### src/rtl/usb_kbd_event_queue_if.sv
// usb_kbd_event_queue_if: valid/ready pop port carrying one make/break key event
interface usb_kbd_event_queue_if;
  logic       ev_valid;
  logic       ev_ready;
  logic       ev_make;
  logic [7:0] ev_code;
  modport master (output ev_valid, ev_make, ev_code, input ev_ready);
  modport slave  (input ev_valid, ev_make, ev_code, output ev_ready);
endinterface

### src/rtl/usb_kbd_event_queue.sv
// usb_kbd_event_queue: diffs successive HID keyboard reports into make/break events queued in a FWFT FIFO
module usb_kbd_event_queue #(
  parameter int DEPTH_LOG2 = 4
) (
  input  logic                  usbclk,
  input  logic                  usbrst,
  input  logic [1:0]            typ,
  input  logic                  report,
  input  logic [7:0]            key_modifiers,
  input  logic [7:0]            key1,
  input  logic [7:0]            key2,
  input  logic [7:0]            key3,
  input  logic [7:0]            key4,
  input  logic                  conerr,
  usb_kbd_event_queue_if.master ev,
  output logic [DEPTH_LOG2:0]   level,
  output logic                  overflow,
  output logic                  busy
);
  typedef enum logic [2:0] {IDLE, BREAK, MAKE, MOD, COMMIT} state_t;
  state_t r_state;
  logic [2:0] r_idx;
  logic [7:0] r_prev_mod, r_cur_mod, r_pend_mod;
  logic [3:0][7:0] r_prev_key, r_cur_key, r_pend_key;
  logic r_pflag, r_rel_sent, r_overflow;
  logic [DEPTH_LOG2:0] r_wp, r_rp;
  logic [8:0] r_mem [2**DEPTH_LOG2];
  logic [3:0][7:0] w_in_key, w_new_key;
  logic [7:0] w_new_mod, w_bk, w_mk;
  logic [8:0] w_ev, w_head;
  logic w_roll, w_acc, w_rel, w_take, w_b_ok, w_m_ok, w_req, w_full, w_push, w_pop, w_last;
  assign w_in_key = {key4, key3, key2, key1};
  assign w_acc = report & (typ == 2'd1) & ~w_roll;
  // The synthetic release snapshot is sent once per non-zero prev and wins over a simultaneous report
  assign w_rel = (conerr | (typ != 2'd1)) & ({r_prev_mod, r_prev_key} != '0) & ~r_rel_sent;
  assign w_take = w_acc | w_rel;
  assign w_new_mod = w_rel ? '0 : key_modifiers;
  assign w_new_key = w_rel ? '0 : w_in_key;
  assign w_bk = r_prev_key[r_idx[1:0]];
  assign w_mk = r_cur_key[r_idx[1:0]];
  always_comb begin
    w_roll = 1'b0;
    w_b_ok = w_bk != 8'h00;
    w_m_ok = w_mk != 8'h00;
    for (int m = 0; m < 4; m++) begin
      if (w_in_key[m] != 8'h00 && w_in_key[m] < 8'h04) w_roll = 1'b1;
      if (w_bk == r_cur_key[m] || (3'(m) < r_idx && w_bk == r_prev_key[m])) w_b_ok = 1'b0;
      if (w_mk == r_prev_key[m] || (3'(m) < r_idx && w_mk == r_cur_key[m])) w_m_ok = 1'b0;
    end
  end
  assign w_req = (r_state == BREAK & w_b_ok) | (r_state == MAKE & w_m_ok) |
                 (r_state == MOD & (r_prev_mod[r_idx] != r_cur_mod[r_idx]));
  assign w_ev = r_state == BREAK ? {1'b0, w_bk} :
                r_state == MAKE  ? {1'b1, w_mk} : {r_cur_mod[r_idx], 5'b11100, r_idx};
  assign w_last = r_state == MOD ? r_idx == 3'd7 : r_idx == 3'd3;
  assign level = r_wp - r_rp;
  assign w_full = level[DEPTH_LOG2];
  assign w_push = w_req & ~w_full;
  assign w_pop = ev.ev_valid & ev.ev_ready;
  assign w_head = r_mem[r_rp[DEPTH_LOG2-1:0]];
  assign ev.ev_valid = level != '0;
  assign ev.ev_make = ev.ev_valid & w_head[8];
  assign ev.ev_code = ev.ev_valid ? w_head[7:0] : 8'h00;
  assign overflow = r_overflow;
  assign busy = r_state != IDLE;
  always_ff @(posedge usbclk)
    if (w_push) r_mem[r_wp[DEPTH_LOG2-1:0]] <= w_ev;
  always_ff @(posedge usbclk or posedge usbrst) begin
    if (usbrst) begin
      r_state <= IDLE;
      r_idx <= '0;
      r_prev_mod <= '0;
      r_prev_key <= '0;
      r_cur_mod <= '0;
      r_cur_key <= '0;
      r_pend_mod <= '0;
      r_pend_key <= '0;
      r_pflag <= 1'b0;
      r_rel_sent <= 1'b0;
      r_overflow <= 1'b0;
      r_wp <= '0;
      r_rp <= '0;
    end else begin
      r_wp <= r_wp + (DEPTH_LOG2+1)'(w_push);
      r_rp <= r_rp + (DEPTH_LOG2+1)'(w_pop);
      r_overflow <= r_overflow | (w_req & w_full);
      r_rel_sent <= w_rel | (r_rel_sent & ~(r_state == COMMIT & {r_cur_mod, r_cur_key} != '0 & ~w_take & ~r_pflag));
      r_idx <= (w_last | r_state == IDLE | r_state == COMMIT) ? 3'd0 : r_idx + 3'd1;
      if (w_take && r_state != IDLE) begin
        r_pend_mod <= w_new_mod;
        r_pend_key <= w_new_key;
        r_pflag <= 1'b1;
      end
      case (r_state)
        IDLE: if (w_take) begin
          r_cur_mod <= w_new_mod;
          r_cur_key <= w_new_key;
          r_state <= BREAK;
        end
        BREAK: if (w_last) r_state <= MAKE;
        MAKE: if (w_last) r_state <= MOD;
        MOD: if (w_last) r_state <= COMMIT;
        default: begin
          r_prev_mod <= r_cur_mod;
          r_prev_key <= r_cur_key;
          r_pflag <= 1'b0;
          r_cur_mod <= w_take ? w_new_mod : r_pend_mod;
          r_cur_key <= w_take ? w_new_key : r_pend_key;
          r_state <= (w_take | r_pflag) ? BREAK : IDLE;
        end
      endcase
    end
  end
endmodule

### src/flat_wrapper.sv
// flat-port wrapper written by rule: the top's interface ports become plain ports
module usb_kbd_event_queue_flat 
#(
  parameter int DEPTH_LOG2 = 4
)
  (usbclk, usbrst, typ, report, key_modifiers, key1, key2, key3, key4, conerr, level, overflow, busy, ev_ev_valid, ev_ev_make, ev_ev_code, ev_ev_ready);
  usb_kbd_event_queue_if ev_i ();
  input  logic usbclk;
  input  logic usbrst;
  input  logic [1:0] typ;
  input  logic report;
  input  logic [7:0] key_modifiers;
  input  logic [7:0] key1;
  input  logic [7:0] key2;
  input  logic [7:0] key3;
  input  logic [7:0] key4;
  input  logic conerr;
  output logic [DEPTH_LOG2:0] level;
  output logic overflow;
  output logic busy;
  output wire logic [$bits(ev_i.ev_valid)-1:0] ev_ev_valid;
  output wire logic [$bits(ev_i.ev_make)-1:0] ev_ev_make;
  output wire logic [$bits(ev_i.ev_code)-1:0] ev_ev_code;
  input wire logic [$bits(ev_i.ev_ready)-1:0] ev_ev_ready;
  assign ev_ev_valid = ev_i.ev_valid;
  assign ev_ev_make = ev_i.ev_make;
  assign ev_ev_code = ev_i.ev_code;
  assign ev_i.ev_ready = ev_ev_ready;
  usb_kbd_event_queue #(.DEPTH_LOG2(DEPTH_LOG2)) u_core (.usbclk(usbclk), .usbrst(usbrst), .typ(typ), .report(report), .key_modifiers(key_modifiers), .key1(key1), .key2(key2), .key3(key3), .key4(key4), .conerr(conerr), .ev(ev_i), .level(level), .overflow(overflow), .busy(busy));
endmodule
### config.mk
export PLATFORM = sky130hd
export DESIGN_NAME = usb_kbd_event_queue_flat
export DESIGN_NICKNAME = d
export VERILOG_FILES = /design/src/rtl/usb_kbd_event_queue_if.sv /design/src/rtl/usb_kbd_event_queue.sv /design/src/flat_wrapper.sv
export SDC_FILE = /design/constraint.sdc
export NUM_CORES = 1
export LEC_CHECK = 0
export ABC_AREA = 1
export CORE_ASPECT_RATIO = 0.7
export CORE_MARGIN = 4
export CORE_UTILIZATION = 66
export DETAILED_ROUTE_END_ITERATION = 12
export GPL_TIMING_DRIVEN = 0
export PLACE_DENSITY = 0.86
export SETUP_SLACK_MARGIN = 0.1
export SLEW_MARGIN = 5
export SYNTH_ARGS = -nofsm -noshare
export SYNTH_HDL_FRONTEND = slang
export SYNTH_SLANG_ARGS = --single-unit
### constraint.sdc
create_clock -name usbclk -period 11.1 [get_ports usbclk]
set_input_delay 1.11 -clock usbclk [delete_from_list [all_inputs] [get_ports usbclk]]
set_output_delay 1.11 -clock usbclk [all_outputs]
set_load 0.005 [all_outputs]
==> results.sh <==
export IMPL_status="completed"
export IMPL_cts_setup_buffers=0
export IMPL_critPathKind="flip-flop to output pin"
export IMPL_firstDrtPassIters=7
export IMPL_cts_root_buffer="clkbuf_16"
export IMPL_syn_inst=1913
export IMPL_ys_dominant_reg_cell="edfxtp_1"
export IMPL_p_sw_w=0.00302
export IMPL_post_place_ws_ns=6.19
export IMPL_vias_per_cell=6.33
export IMPL_gr_total_overflow=0
export IMPL_grt_pass1_wl_um=80000
export IMPL_synth_edff_count=144
export IMPL_hold_viol=0
export IMPL_num_io_pins=64
export IMPL_rsz0062_at_grt="false"
export IMPL_holdBufCountCts=0
export IMPL_p_leak_nw=7.98
export IMPL_synth_nets=1971
export IMPL_coreArea_um2=23600
export IMPL_synth_top_area_share=0.274
export IMPL_wl_per_cell_um=23.0
export IMPL_dp_hpwl_um=39600
export IMPL_ys_async_sr_fraction=0.491
export IMPL_skew_ns=0.0192
export IMPL_dieHeight_um=137
export IMPL_switching_share=0.500
export IMPL_power_frac_comb=0.562
export IMPL_period_share=0.510
export IMPL_slowest_delay_ns=0.65
export IMPL_die_x_um=193
export IMPL_tritoncts="built"
export IMPL_crit_arrival_ns=4.55
export IMPL_area_delta_synth_final_pct=12.7
export IMPL_finalWirelength_um=54100
export IMPL_seq_power_share=0.279
export IMPL_cp_max_fo=10
export IMPL_slew_violations=0
export IMPL_setup_viol=0
export IMPL_fmax_mhz=177
export IMPL_clock_sinks=283
export IMPL_pwr_share_clk=0.159
export IMPL_h_tree_depth=1
export IMPL_track_usage=0.404
export IMPL_period_minus_slack_ns=5.66
export IMPL_synth_area_leaders="edfxtp_1 (27%), dfrtp_1 (22%), nand2_1 (14%)"
export IMPL_numCtsBuffers=27
export IMPL_cap_violations=0
export IMPL_worstPathRequired_ns=9.99
export IMPL_cts_buffer_depth=3
export IMPL_dieArea_um2=26500
export IMPL_vdd_ir_drop_max_uv=186
export IMPL_grt_pass1_vias=13700
export IMPL_max_slew_margin=0.247
export IMPL_gp_congestion=1.06
export IMPL_io_buffers=63
export IMPL_start_util=0.670
export IMPL_cp_slowest_cell="nor3_2"
export IMPL_antenna_found_initial=0
export IMPL_worst_pin_slew_ns=1.12
export IMPL_synth_avg_cell_area_um2=8.25
export IMPL_fillers=1694
export IMPL_power_internal_w=0.00301
export IMPL_crit_path_start_kind="flip-flop"
export IMPL_hold_path_class="flip-flop to flip-flop"
export IMPL_drtIter0Drc=2531
export IMPL_path_clk_slew_ns=0.08
export IMPL_synth_area_um2=15800
export IMPL_rows=47
export IMPL_drive_gt1_frac=0.0872
export IMPL_crit_chain="inv_2, buf_1, buf_1, ha_1, nand2_1, o21ai_0, xor2_1, nor3_2, inv_1, nand2_1, a21oi_1, clkdlybuf4s50_1"
export IMPL_fin_ws_ns=5.44
export IMPL_yosysSeqAreaShare=0.494
export IMPL_drc=0
export IMPL_layout_nets=2067
export IMPL_yosys_warnings=0
export IMPL_ant_nets=0
export IMPL_cp_end_kind="output pin"
export IMPL_cts_resized_gates=0
export IMPL_ys_types=44
export IMPL_finalSetupTns_ns=0
export IMPL_clock_latency_ns=0.56
export IMPL_power_density_nw_per_um2=339
export IMPL_synth_seq_cells=283
export IMPL_yosysTopAreaCell="edfxtp_1"
export IMPL_vias=14900
export IMPL_grt_max_degree=93
-- synthesized netlist by cell type, types with 8 or more instances --
cell / count
a21oi_1: 59
nand2_2: 19
edfxtp_1: 144
xor2_1: 28
nand2_4: 8
a31oi_1: 10
nor2_4: 9
dfrtp_1: 139
o21ai_0: 148
nand3_1: 142
inv_1: 178
buf_2: 20
buf_1: 11
clkbuf_1: 50
a311oi_1: 8
mux2i_1: 29
nand2_1: 608
o22ai_1: 10
nor2_1: 124
nand4_1: 43
buf_6: 13
nor4_1: 17
ha_1: 10
nand3_4: 8
nand3_2: 20
-- path summary, 6_finish.rpt --
path                                      start                    end  slack, ns  depth (start not counted)
worst max register to register   u_core.r_rp[1]         u_core.r_rp[4]       7.00                         13
worst min-delay path            u_core.overflow        u_core.overflow       0.47                          2
min in group asynchronous                usbrst   u_core.r_pend_mod[0]       0.96                          2
worst max-delay path             u_core.r_rp[1]          ev_ev_code[4]       5.44                         12
worst min register to register  u_core.overflow        u_core.overflow       0.47                          2
max in group asynchronous                usbrst  u_core.r_prev_key[25]       9.29                          3
-- registers in the layout, indices dropped and copies added, names as in the netlist --
| signal | cells |
|---|---|
| u_core.r_wp | 5 |
| u_core.r_state | 3 |
| u_core.r_rp | 5 |
| u_core.overflow | 1 |
| u_core.r_cur_key | 32 |
| u_core.r_idx | 3 |
| u_core.r_pend_key | 32 |
| u_core.r_pend_mod | 8 |
| u_core.r_cur_mod | 8 |
| u_core.r_pflag | 1 |
| u_core.r_prev_key | 32 |
| u_core.r_prev_mod | 8 |
| u_core.r_rel_sent | 1 |
| u_core.r_mem | 144 |
-- power groups by stage --
| stage | logic, W | registers, W | clock network, W |
|---|---|---|---|
| 6_report | 0.00339 | 0.00168 | 0.000957 |
| 5_1_grt | 0.00361 | 0.00170 | 0.000997 |
| 4_1_cts | 0.00323 | 0.00167 | 0.000949 |
| 3_5_place_dp | 0.00320 | 0.00169 | 0 |
| 3_3_place_gp | 0.00308 | 0.00168 | 0 |
| 2_1_floorplan | 0.00209 | 0.00161 | 0 |
-- kinds of logic after synthesis --
| kind of cell | Yosys count | share of synthesized area |
|---|---|---|
| flip-flops | 283 | 0.494 |
| AND/OR/NAND/NOR | 1008 | 0.288 |
| multiplexers | 31 | 0.0198 |
| XOR/XNOR | 35 | 0.0208 |
| adder cells (fa/ha/maj) | 11 | 0.00919 |
| AO/OA/AOI/OAI | 253 | 0.0860 |
| buffers and inverters | 292 | 0.0823 |
-- stage by stage --
step / cell area [um^2] / hold slack [ns] / cells / utilization / total power, W
finish: 17800 / 0.467 / 2348 / 0.755 / 0.00603
global route: 17800 / 0.500 / 2347 / 0.755 / 0.00630
CTS: 17800 / 0.468 / 2347 / 0.754 / 0.00585
detailed placement: 16900 / 0.453 / 2298 / 0.717 / 0.00488
global placement: 16800 / 0.449 / 2294 / 0.713 / 0.00476
floorplan: 15800 / 0.436 / 1913 / - / 0.00369
-- worst max-delay path: cells and delay by family, from the launching register on --
| kind | cells | cell delay [ns] |
|---|---|---|
| buffers and inverters | 5 | 2.00 |
| and+or+nand+nor | 3 | 0.82 |
| AOI/OAI and AO/OA | 2 | 0.13 |
| adders and majority gates | 1 | 0.35 |
| xor gates and xnor gates | 1 | 0.18 |
| DFF | 1 | 0.48 |
-- routing by layer --
metal | routed length [um] | track usage | vias up | share of wire
li1 | - | - | 6510 | -
met2 | 21100 | 0.532 | 1248 | 0.39
met4 | 995 | 0.0736 | 2 | 0.018
met3 | 10100 | 0.174 | 123 | 0.19
met1 | 21800 | 0.624 | 6987 | 0.40
met5 | 37 | 0 | - | 0.00068
-- cells in the final DEF, fill, tap and decap left out, drive strengths merged, types with 4 or more instances in the layout --
master,synthesis,final
xnor2,4,4
o21ai,155,155
nand3,170,170
clkbuf,50,78
nor2,133,133
inv,185,192
nand4,43,43
xor2,31,31
edfxtp,144,144
o211ai,4,4
a31oi,10,10
clkinv,3,11
nand2,635,635
a21oi,59,59
dfrtp,139,139
nor3,8,8
clkinvlp,0,4
nor4,17,17
ha,10,10
o22ai,10,10
mux2i,29,29
clkdlybuf4s50,0,63
a311oi,8,8
buf,54,58
-- layout make-up --
type,count,area (um^2),share of cell area
flip-flops and latches,283,7800,0.438
well taps,318,398,0.0224
diodes,1,2.50,0.000141
multi-input cells,1338,6720,0.377
repair buffers,67,692,0.0389
plain buffers,104,588,0.0330
inverters,188,716,0.0402
clock buffers,28,679,0.0382
clock inverters,21,204,0.0115
Note: power is estimated with default switching activity, not from simulation.
